[config.mk]
export PLATFORM = sky130hd
export DESIGN_NAME = ctrl_pipe
export DESIGN_NICKNAME = d
export VERILOG_FILES = /design/src/rtl/ctrl_pipe.sv
export SDC_FILE = /design/constraint.sdc
export NUM_CORES = 1
export LEC_CHECK = 0
export ABC_AREA = 0
export CAP_MARGIN = 40
export CELL_PAD_IN_SITES_DETAIL_PLACEMENT = 1
export CELL_PAD_IN_SITES_GLOBAL_PLACEMENT = 2
export CORE_MARGIN = 2
export CORE_UTILIZATION = 23
export DETAILED_ROUTE_END_ITERATION = 10
export PLACE_DENSITY = 0.88
export SLEW_MARGIN = 5
export SYNTH_ARGS = -nofsm -noshare
export SYNTH_HDL_FRONTEND = slang
export SYNTH_SLANG_ARGS = --single-unit
export TNS_END_PERCENT = 10
[constraint.sdc]
create_clock -name clk -period 2.3 [get_ports clk]
set_input_delay 0.345 -clock clk [delete_from_list [all_inputs] [get_ports clk]]
set_output_delay 0.345 -clock clk [all_outputs]
set_load 0.01 [all_outputs]
[src/rtl/ctrl_pipe.sv]
// Pipeline control register chain (E/M/W) with load-use and branch hazard
// handling, plus a stop/drain/halt sequencer that retires in-flight work.
module ctrl_pipe (
  input  logic       clk,
  input  logic       reset,
  input  logic       RegWriteEN_D,
  input  logic       Mem2RegSEL_D,
  input  logic       MemWriteEN_D,
  input  logic       Branch_D,
  input  logic       RegDst_D,
  input  logic [3:0] ALUCtrl_D,
  input  logic [2:0] ALUSrc_D,
  input  logic       Stop_D,
  input  logic [4:0] Rs_D,
  input  logic [4:0] Rt_D,
  input  logic [4:0] Rd_D,
  input  logic       BranchTaken_M,
  output logic       RegWriteEN_E,
  output logic       Mem2RegSEL_E,
  output logic       MemWriteEN_E,
  output logic       Branch_E,
  output logic [3:0] ALUCtrl_E,
  output logic [2:0] ALUSrc_E,
  output logic [4:0] WriteReg_E,
  output logic       RegWriteEN_M,
  output logic       Mem2RegSEL_M,
  output logic       MemWriteEN_M,
  output logic       Branch_M,
  output logic [4:0] WriteReg_M,
  output logic       RegWriteEN_W,
  output logic       Mem2RegSEL_W,
  output logic [4:0] WriteReg_W,
  output logic       Stall_F,
  output logic       Stall_D,
  output logic       Flush_D,
  output logic       Halt
);

  typedef enum logic [1:0] {ST_RUN, ST_DRAIN, ST_HALTED} state_t;

  typedef struct packed {
    logic       rw;
    logic       m2r;
    logic       mw;
    logic       br;
    logic [3:0] alu;
    logic [2:0] src;
    logic [4:0] wr;
  } e_ctrl_t;

  typedef struct packed {
    logic       rw;
    logic       m2r;
    logic       mw;
    logic       br;
    logic [4:0] wr;
  } m_ctrl_t;

  typedef struct packed {
    logic       rw;
    logic       m2r;
    logic [4:0] wr;
  } w_ctrl_t;

  state_t  r_state, w_state_nxt;
  logic [1:0] r_cnt, w_cnt_nxt;
  e_ctrl_t r_e, w_e_nxt;
  m_ctrl_t r_m;
  w_ctrl_t r_w;
  logic    r_stop_e, w_stop_e_nxt;
  logic    w_load_use, w_cancel, w_capture, w_stall, w_flush;

  assign w_load_use = r_e.m2r & r_e.rw & (r_e.wr != 5'd0) &
                      ((r_e.wr == Rs_D) | (r_e.wr == Rt_D));

  // A taken branch one stage ahead of a freshly captured stop squashes it.
  assign w_cancel = (r_state == ST_DRAIN) && (r_cnt == 2'd2) && r_stop_e && BranchTaken_M;

  // State register
  always_ff @(posedge clk) begin
    // NOTE: non-blocking assignments so every register samples pre-edge values.
    if (reset) begin
      r_state <= ST_RUN;
      r_cnt   <= 2'd0;
    end else begin
      r_state <= w_state_nxt;
      r_cnt   <= w_cnt_nxt;
    end
  end

  // Next-state logic
  always_comb begin
    // NOTE: defaults first so no path through the case leaves a latch.
    w_state_nxt = r_state;
    w_cnt_nxt   = r_cnt;
    case (r_state)
      ST_RUN: begin
        if (w_capture && Stop_D) begin
          w_state_nxt = ST_DRAIN;
          w_cnt_nxt   = 2'd2;
        end
      end
      ST_DRAIN: begin
        if (w_cancel) begin
          w_state_nxt = ST_RUN;
          w_cnt_nxt   = 2'd0;
        end else if (r_cnt == 2'd0) begin
          w_state_nxt = ST_HALTED;
        end else begin
          w_cnt_nxt = r_cnt - 2'd1;
        end
      end
      ST_HALTED: w_cnt_nxt = 2'd0;
      default: begin
        w_state_nxt = ST_RUN;
        w_cnt_nxt   = 2'd0;
      end
    endcase
  end

  // Output / hazard decode
  always_comb begin
    w_stall   = 1'b0;
    w_flush   = 1'b0;
    w_capture = 1'b0;
    case (r_state)
      ST_RUN: begin
        w_flush   = BranchTaken_M;
        w_stall   = w_load_use & ~BranchTaken_M;
        w_capture = ~w_load_use & ~BranchTaken_M;
      end
      ST_DRAIN: begin
        if (w_cancel) w_flush = 1'b1;
        else          w_stall = 1'b1;
      end
      ST_HALTED: w_stall = 1'b1;
      default: ;
    endcase
  end

  // The stop instruction enters E as a bubble that only carries the stop bit.
  always_comb begin
    w_e_nxt      = '0;
    w_stop_e_nxt = w_capture & Stop_D;
    if (w_capture && !Stop_D) begin
      w_e_nxt.rw  = RegWriteEN_D;
      w_e_nxt.m2r = Mem2RegSEL_D;
      w_e_nxt.mw  = MemWriteEN_D;
      w_e_nxt.br  = Branch_D;
      w_e_nxt.alu = ALUCtrl_D;
      w_e_nxt.src = ALUSrc_D;
      w_e_nxt.wr  = RegDst_D ? Rd_D : Rt_D;
    end
  end

  always_ff @(posedge clk) begin
    if (reset) begin
      r_e      <= '0;
      r_stop_e <= 1'b0;
      r_m      <= '0;
      r_w      <= '0;
    end else begin
      r_e      <= w_e_nxt;
      r_stop_e <= w_stop_e_nxt;
      r_m      <= '{rw: r_e.rw, m2r: r_e.m2r, mw: r_e.mw, br: r_e.br, wr: r_e.wr};
      r_w      <= '{rw: r_m.rw, m2r: r_m.m2r, wr: r_m.wr};
    end
  end

  assign RegWriteEN_E = r_e.rw;
  assign Mem2RegSEL_E = r_e.m2r;
  assign MemWriteEN_E = r_e.mw;
  assign Branch_E     = r_e.br;
  assign ALUCtrl_E    = r_e.alu;
  assign ALUSrc_E     = r_e.src;
  assign WriteReg_E   = r_e.wr;
  assign RegWriteEN_M = r_m.rw;
  assign Mem2RegSEL_M = r_m.m2r;
  assign MemWriteEN_M = r_m.mw;
  assign Branch_M     = r_m.br;
  assign WriteReg_M   = r_m.wr;
  assign RegWriteEN_W = r_w.rw;
  assign Mem2RegSEL_W = r_w.m2r;
  assign WriteReg_W   = r_w.wr;

  assign Stall_F = w_stall & ~reset;
  assign Stall_D = w_stall & ~reset;
  assign Flush_D = w_flush & ~reset;
  assign Halt    = (r_state == ST_HALTED);

endmodule

Word-level counts from Yosys, hierarchy flattened

Index checks and enable logic that the tools add are counted.

Flip-flop bits (word level): 37
Bits of input ports: 31
Output and inout bits: 36
Word-level logic and storage cells: 67

Add/sub/neg operators: 1
Equality and inequality tests: 8
Muxes and demuxes: 14
Bitwise operators: 14
Reduce and logical (&&, ||, !) cells: 12

Operators by type and width:

| operator            | number |
|---|---|
| $mux 2              | 6 |
| $eq 5x5->1          | 2 |
| $and 1x1->1         | 8 |
| $pmux 2 s3          | 1 |
| $logic_and 1x1->1   | 5 |
| $mux 5              | 1 |
| $not 1->1           | 5 |
| $reduce_bool 5->1   | 1 |
| $eq 2x2->1 const B  | 2 |
| $logic_not 2->1     | 2 |
| $pmux 2 s2          | 1 |
| $mux 1              | 3 |
| $ne 3x2->1 const B  | 1 |
| $ne 3x3->1 const B  | 1 |
| $pmux 1 s3          | 1 |
| $reduce_and 3->1    | 1 |
| $eq 2x1->1 const B  | 1 |
| $ne 2x2->1 const B  | 1 |
| $pmux 1 s2          | 1 |
| $reduce_and 2->1    | 1 |
| $reduce_or 2->1     | 1 |
| $sub 2x1->2 const B | 1 |
| $logic_not 1->1     | 1 |
| $or 1x1->1          | 1 |

Logic depth before layout (Yosys ltp)

Word-level depth: 9
Gate-level depth with buffers: 7
Depth with buffers taken out: 7

Worst setup path after synthesis

Ideal clock, no wire load.

Kind: flip-flop to output port
From: reg r_e (netlist bit WriteReg_E[0])
To: out Stall_F
Arrival: 1521 ps
Data required time: 1955 ps
Setup slack: 434 ps
Cell stages (with the launch flop): 6
Path buffers: 1
Cell sequence: dfxtp_1 -> or3_1 -> o311a_4 -> nand4b_1 -> o211ai_1 -> buf_4

Cells in the longest elaborated chain, start to end: 6
Elaborated cells on any way between the ends: 9
Classes of those cells: eq/ne: 2; mux: 1; bitwise: 5; reduce/logical: 1

Ends and longest elaborated chain:

| element                                         | RTL line | text |
|---|---|---|
| start, declared                                 | 67       | `e_ctrl_t r_e, w_e_nxt;` |
| start signal, assigned                          | 163      | `r_e <= w_e_nxt;` |
| $eq 5x5->1 or $reduce_bool 5->1 (tied branches) | 74, 73   |  |
| $or 1x1->1 or $and 1x1->1 (tied branches)       | 74, 73   |  |
| $and 1x1->1 (*)                                 | 73       | `assign w_load_use = r_e.m2r & r_e.rw & (r_e.wr != 5'd0) &` |
| $and 1x1->1 (*)                                 | 129      | `w_stall = w_load_use & ~BranchTaken_M;` |
| $pmux 1 s3 (*)                                  | 126      | `case (r_state)` |
| $and 1x1->1 (*)                                 | --       |  |
| end, declared                                   | 33       | `output logic Stall_F,` |

Every way passes the cells marked *; elsewhere a longest branch is shown, timed or not.

Worst setup path in the final report

From: reg r_e (netlist bit WriteReg_E[0])
To: out Stall_F

Cells in the longest elaborated chain, start to end: 6
Elaborated cells on any way between the ends: 9
Classes of those cells: eq/ne: 2; mux: 1; bitwise: 5; reduce/logical: 1

Ends and longest elaborated chain:

| element                                         | RTL line | text |
|---|---|---|
| $eq 5x5->1 or $reduce_bool 5->1 (tied branches) | 74, 73   |  |
| $or 1x1->1 or $and 1x1->1 (tied branches)       | 74, 73   |  |
| $and 1x1->1 (*)                                 | 73       |  |
| $and 1x1->1 (*)                                 | 129      |  |
| $pmux 1 s3 (*)                                  | 126      |  |
| $and 1x1->1 (*)                                 | 186      | `assign Stall_F = w_stall & ~reset;` |

Marked as above.

==> Implementation_results.wiki <==
{| class="wikitable"
! Metric !! Value
|-
| Run status || completed
|-
| Critical Path AT || 1740 ps
|-
| FILL cells || 666
|-
| Required @ worst endpoint || 1960 ps
|-
| Number of pins exceeding their max-slew limit in the final report || 0
|-
| Cell taking the most area after synthesis || sky130_fd_sc_hd__dfxtp_1
|-
| Number of top-level pins || 67
|-
| Horiz. Die Dim || 81.5 um
|-
| Ant diodes || 0
|-
| Post-layout worst setup margin || 211 ps
|-
| Final cell count without fillers || 281
|-
| Final GP Congestion || 0.765
|-
| Remaining DRCs || 0
|-
| Site Rows || 28
|-
| P_sw || 304 uW
|-
| Clock Tree Root || sky130_fd_sc_hd__clkbuf_8
|-
| Maximum clock frequency || 479 MHz
|-
| Period utilisation layout || 0.908
|-
| DRT Wirelength || 3410 um
|-
| Launching element type of the critical path || flip-flop
|-
| Signed area change from the synthesized netlist to the final layout || 63.7%
|-
| Sequential cell area fraction in the yosys report || 0.537
|-
| Maximum vdd ir drop || 0.421 mV
|-
| Main area contributors after synthesis || sky130_fd_sc_hd__dfxtp_1 (54%), sky130_fd_sc_hd__nor2b_1 (10%), sky130_fd_sc_hd__xnor2_1 (6.3%), sky130_fd_sc_hd__and2_1 (5.4%), sky130_fd_sc_hd__mux2i_1 (3.6%)
|-
| Clock group share of total power || 0.395
|-
| Level count of the clock H-tree || 2
|-
| Average cell area after synthesis || 10.5 sq um
|-
| Hold crit path type || reg -> reg
|-
| Reg2reg setup slack || 430 ps
|-
| Tightest Pin Transition || 526 ps
|-
| Highest net fanout along the worst path || 5
|-
| Post-CTS setup buffer count || 0
|-
| Unrepaired setup endpoints after global routing || no
|-
| Final hold slack || 468 ps
|-
| Top-count cell post-synth || sky130_fd_sc_hd__dfxtp_1
|-
| Max Buffers Root-to-Sink || 2
|-
| EDFF count, synth || 0
|-
| RR Startpoint || WriteReg_E[0]
|-
| Overall die area || 6640 sq um
|-
| Avg WL per Cell || 12.1 um
|-
| Portion of synthesized cell area occupied by the leading cell type || 0.537
|-
| Endpoint of the worst hold-timing path || WriteReg_W[2]
|-
| Clk pin slew, worst setup/hold paths || 70 ps
|-
| # port buffers || 66
|-
| Clock Skews || 3.78 ps
|-
| First-pass DRT Iterations || 4
|-
| Library cell contributing the largest single delay on the critical path || sky130_fd_sc_hd__or3_1
|-
| Area of the mapped netlist || 1380 sq um
|-
| Sinks on the clock net || 37
|-
| Crit-path max cell delay || 380 ps
|-
| Setup WS pre-CTS || -206 ps
|-
| Type of the worst setup path || reg -> out
|-
| GRT Resource Usage Total || 0.115
|-
| Initial antenna violation count || 0
|-
| Share of synthesized flip-flops with an asynchronous set or reset || 0
|-
| Number of buffers created by CTS || 5
|-
| 1st-iter DRT viols || 45
|-
| Crit end category || output pin
|-
| Global route total overflow || 0
|-
| Pin count of the biggest net entering global routing || 19
|-
| Logic gate share of total power || 0.124
|-
| Number of setup violations in the final report || 0
|-
| Crit path max-delay family || simple AND/OR/NAND/NOR gates
|-
| Cell internal power dissipation || 1090 uW
|-
| Yosys warning total || 0
|-
| Count of vias placed by the detailed router || 1155
|-
| Sw Ratio || 0.218
|-
| Fraction of final layout cells with drive strength greater than 1 || 0.0971
|-
| Leakage || 0.000862 uW
|-
| Commonest cells in the netlist || sky130_fd_sc_hd__dfxtp_1 (37), sky130_fd_sc_hd__nor2b_1 (22), sky130_fd_sc_hd__and2_1 (12), sky130_fd_sc_hd__xnor2_1 (10), sky130_fd_sc_hd__nand2_1 (8)
|-
| Reg-to-reg endpoint || ALUCtrl_E[0]
|-
| Hold wc startpoint || WriteReg_M[2]
|-
| Clock tree from TritonCTS || built
|-
| Yosys cell types || 30
|-
| Sequential fraction of design power || 0.480
|-
| Power per standard cell area || 618 nW/um^2
|-
| Post-DP HPWL || 2720 um
|-
| Post-Place Cells || 273
|-
| Final critical-path required period || 2090 ps
|-
| DIE HEIGHT || 81.5 um
|-
| Register bit count reported by yosys || 37
|-
| Synth Net Count || 164
|-
| Hold path cells || 1
|-
| Initial standard-cell utilization of the core || 0.236
|-
| Residual antenna-violating net count after detailed routing || 0
|-
| PnR Total Power || 1400 uW
|-
| Vias in the first global route || 1217
|-
| Depth of the worst register-to-register path || 4
|-
| Fin. Hold Viols || 0
|-
| Max-Slew Margin vs Limit || 0.648
|-
| Core Box Area || 5850 sq um
|-
| Worst-skew pair later-pin latency || 280 ps
|-
| Number of vias per cell || 4.11
|-
| Number of nets in the layout || 238
|-
| Leading register cell type out of synthesis || sky130_fd_sc_hd__dfxtp_1
|-
| Cell-by-cell trace of the critical path || or3_1 > o311a_4 > nand4b_1 > o211ai_1 > clkbuf_2
|-
| Number of standard cells after synthesis || 131
|-
| WP buf/inv || 1
|-
| First-pass GRT wire length || 5660 um
|-
| Max-capacitance violation count || 0
|}
[worst max-delay path by stage]
stage	startpoint	endpoint	slack, ps	depth (start not counted)
after detailed placement	Rt_D[0]	Stall_F	-210	7
after global placement	Rt_D[4]	Stall_F	-170	7
after CTS	WriteReg_E[0]	Stall_F	0.4	5
final	WriteReg_E[0]	Stall_F	210	5
after floorplan	WriteReg_E[0]	Stall_F	430	5
after global routing	WriteReg_E[0]	Stall_F	90	5
[state kept, by name, indices dropped and copies added (netlist names), 2 cells and up]
register    count
ALUCtrl_E       4
WriteReg_W      5
r_state         2
ALUSrc_E        3
WriteReg_M      5
WriteReg_E      5
r_cnt           2
[repair_timing]
action	in CTS	in global routing
gates resized for setup	5	6
setup endpoints to repair	3	2
hold buffers	0	0
[layer usage]
layer / part of all wire / global-route usage / wire length, um
met1: 0.40 / 0.118 / 1370
met2: 0.50 / 0.203 / 1690
met3: 0.091 / 0.0582 / 310
met4: 0.011 / 0.0356 / 38
met5: 0 / 0 / 0
[placed cells by master, fill, tap and decap left out, drive strengths merged, types with 2 or more instances in the layout]
master	count
clkbuf	8
and2	12
nand3	5
xnor2	10
a21boi	2
clkdlybuf4s50	63
nor2b	22
inv	5
nand2	8
mux2i	5
buf	6
nor2	2
a21oi	2
dfxtp	37
ha	2
[logic make-up (layout without fill, tap and decap cells)]
logic type | Yosys count | in the layout | share of synthesized area
fa+ha+maj | 2 | 2 | 0.0181
buf+inv | 10 | 85 | 0.0354
simple gates | 53 | 53 | 0.218
mux | 5 | 5 | 0.0363
compound gates | 14 | 14 | 0.0916
xor+xnor | 10 | 10 | 0.0635
flops | 37 | 37 | 0.537
[cell type report]
cell class	instances	area [sq um]	share of cell area
flip-flops and latches	37	743	0.329
clock inverters	2	38.8	0.0172
clock buffers	6	72.6	0.0321
multi-input cells	84	598	0.265
well taps	75	93.8	0.0415
inverters	5	18.8	0.00831
repair buffers	72	694	0.307
[through the flow]
step                utilization  cell area (sq um)  TNS [ps]
finish                    0.386               2260         0
global route              0.386               2260         0
CTS                       0.387               2260         0
detailed placement        0.367               2150      -410
global placement          0.367               2150      -343
floorplan                     -               1380         0
[power by group through the flow]
stage          combinational (uW)  sequential, uW  clock, uW
2_1_floorplan                67.3             688          0
3_5_place_dp                  177             686          0
6_report                      173             670        552
4_1_cts                       177             671        572
5_1_grt                       192             673        604
3_3_place_gp                  175             685          0
Power figures use the tool's default switching activity.
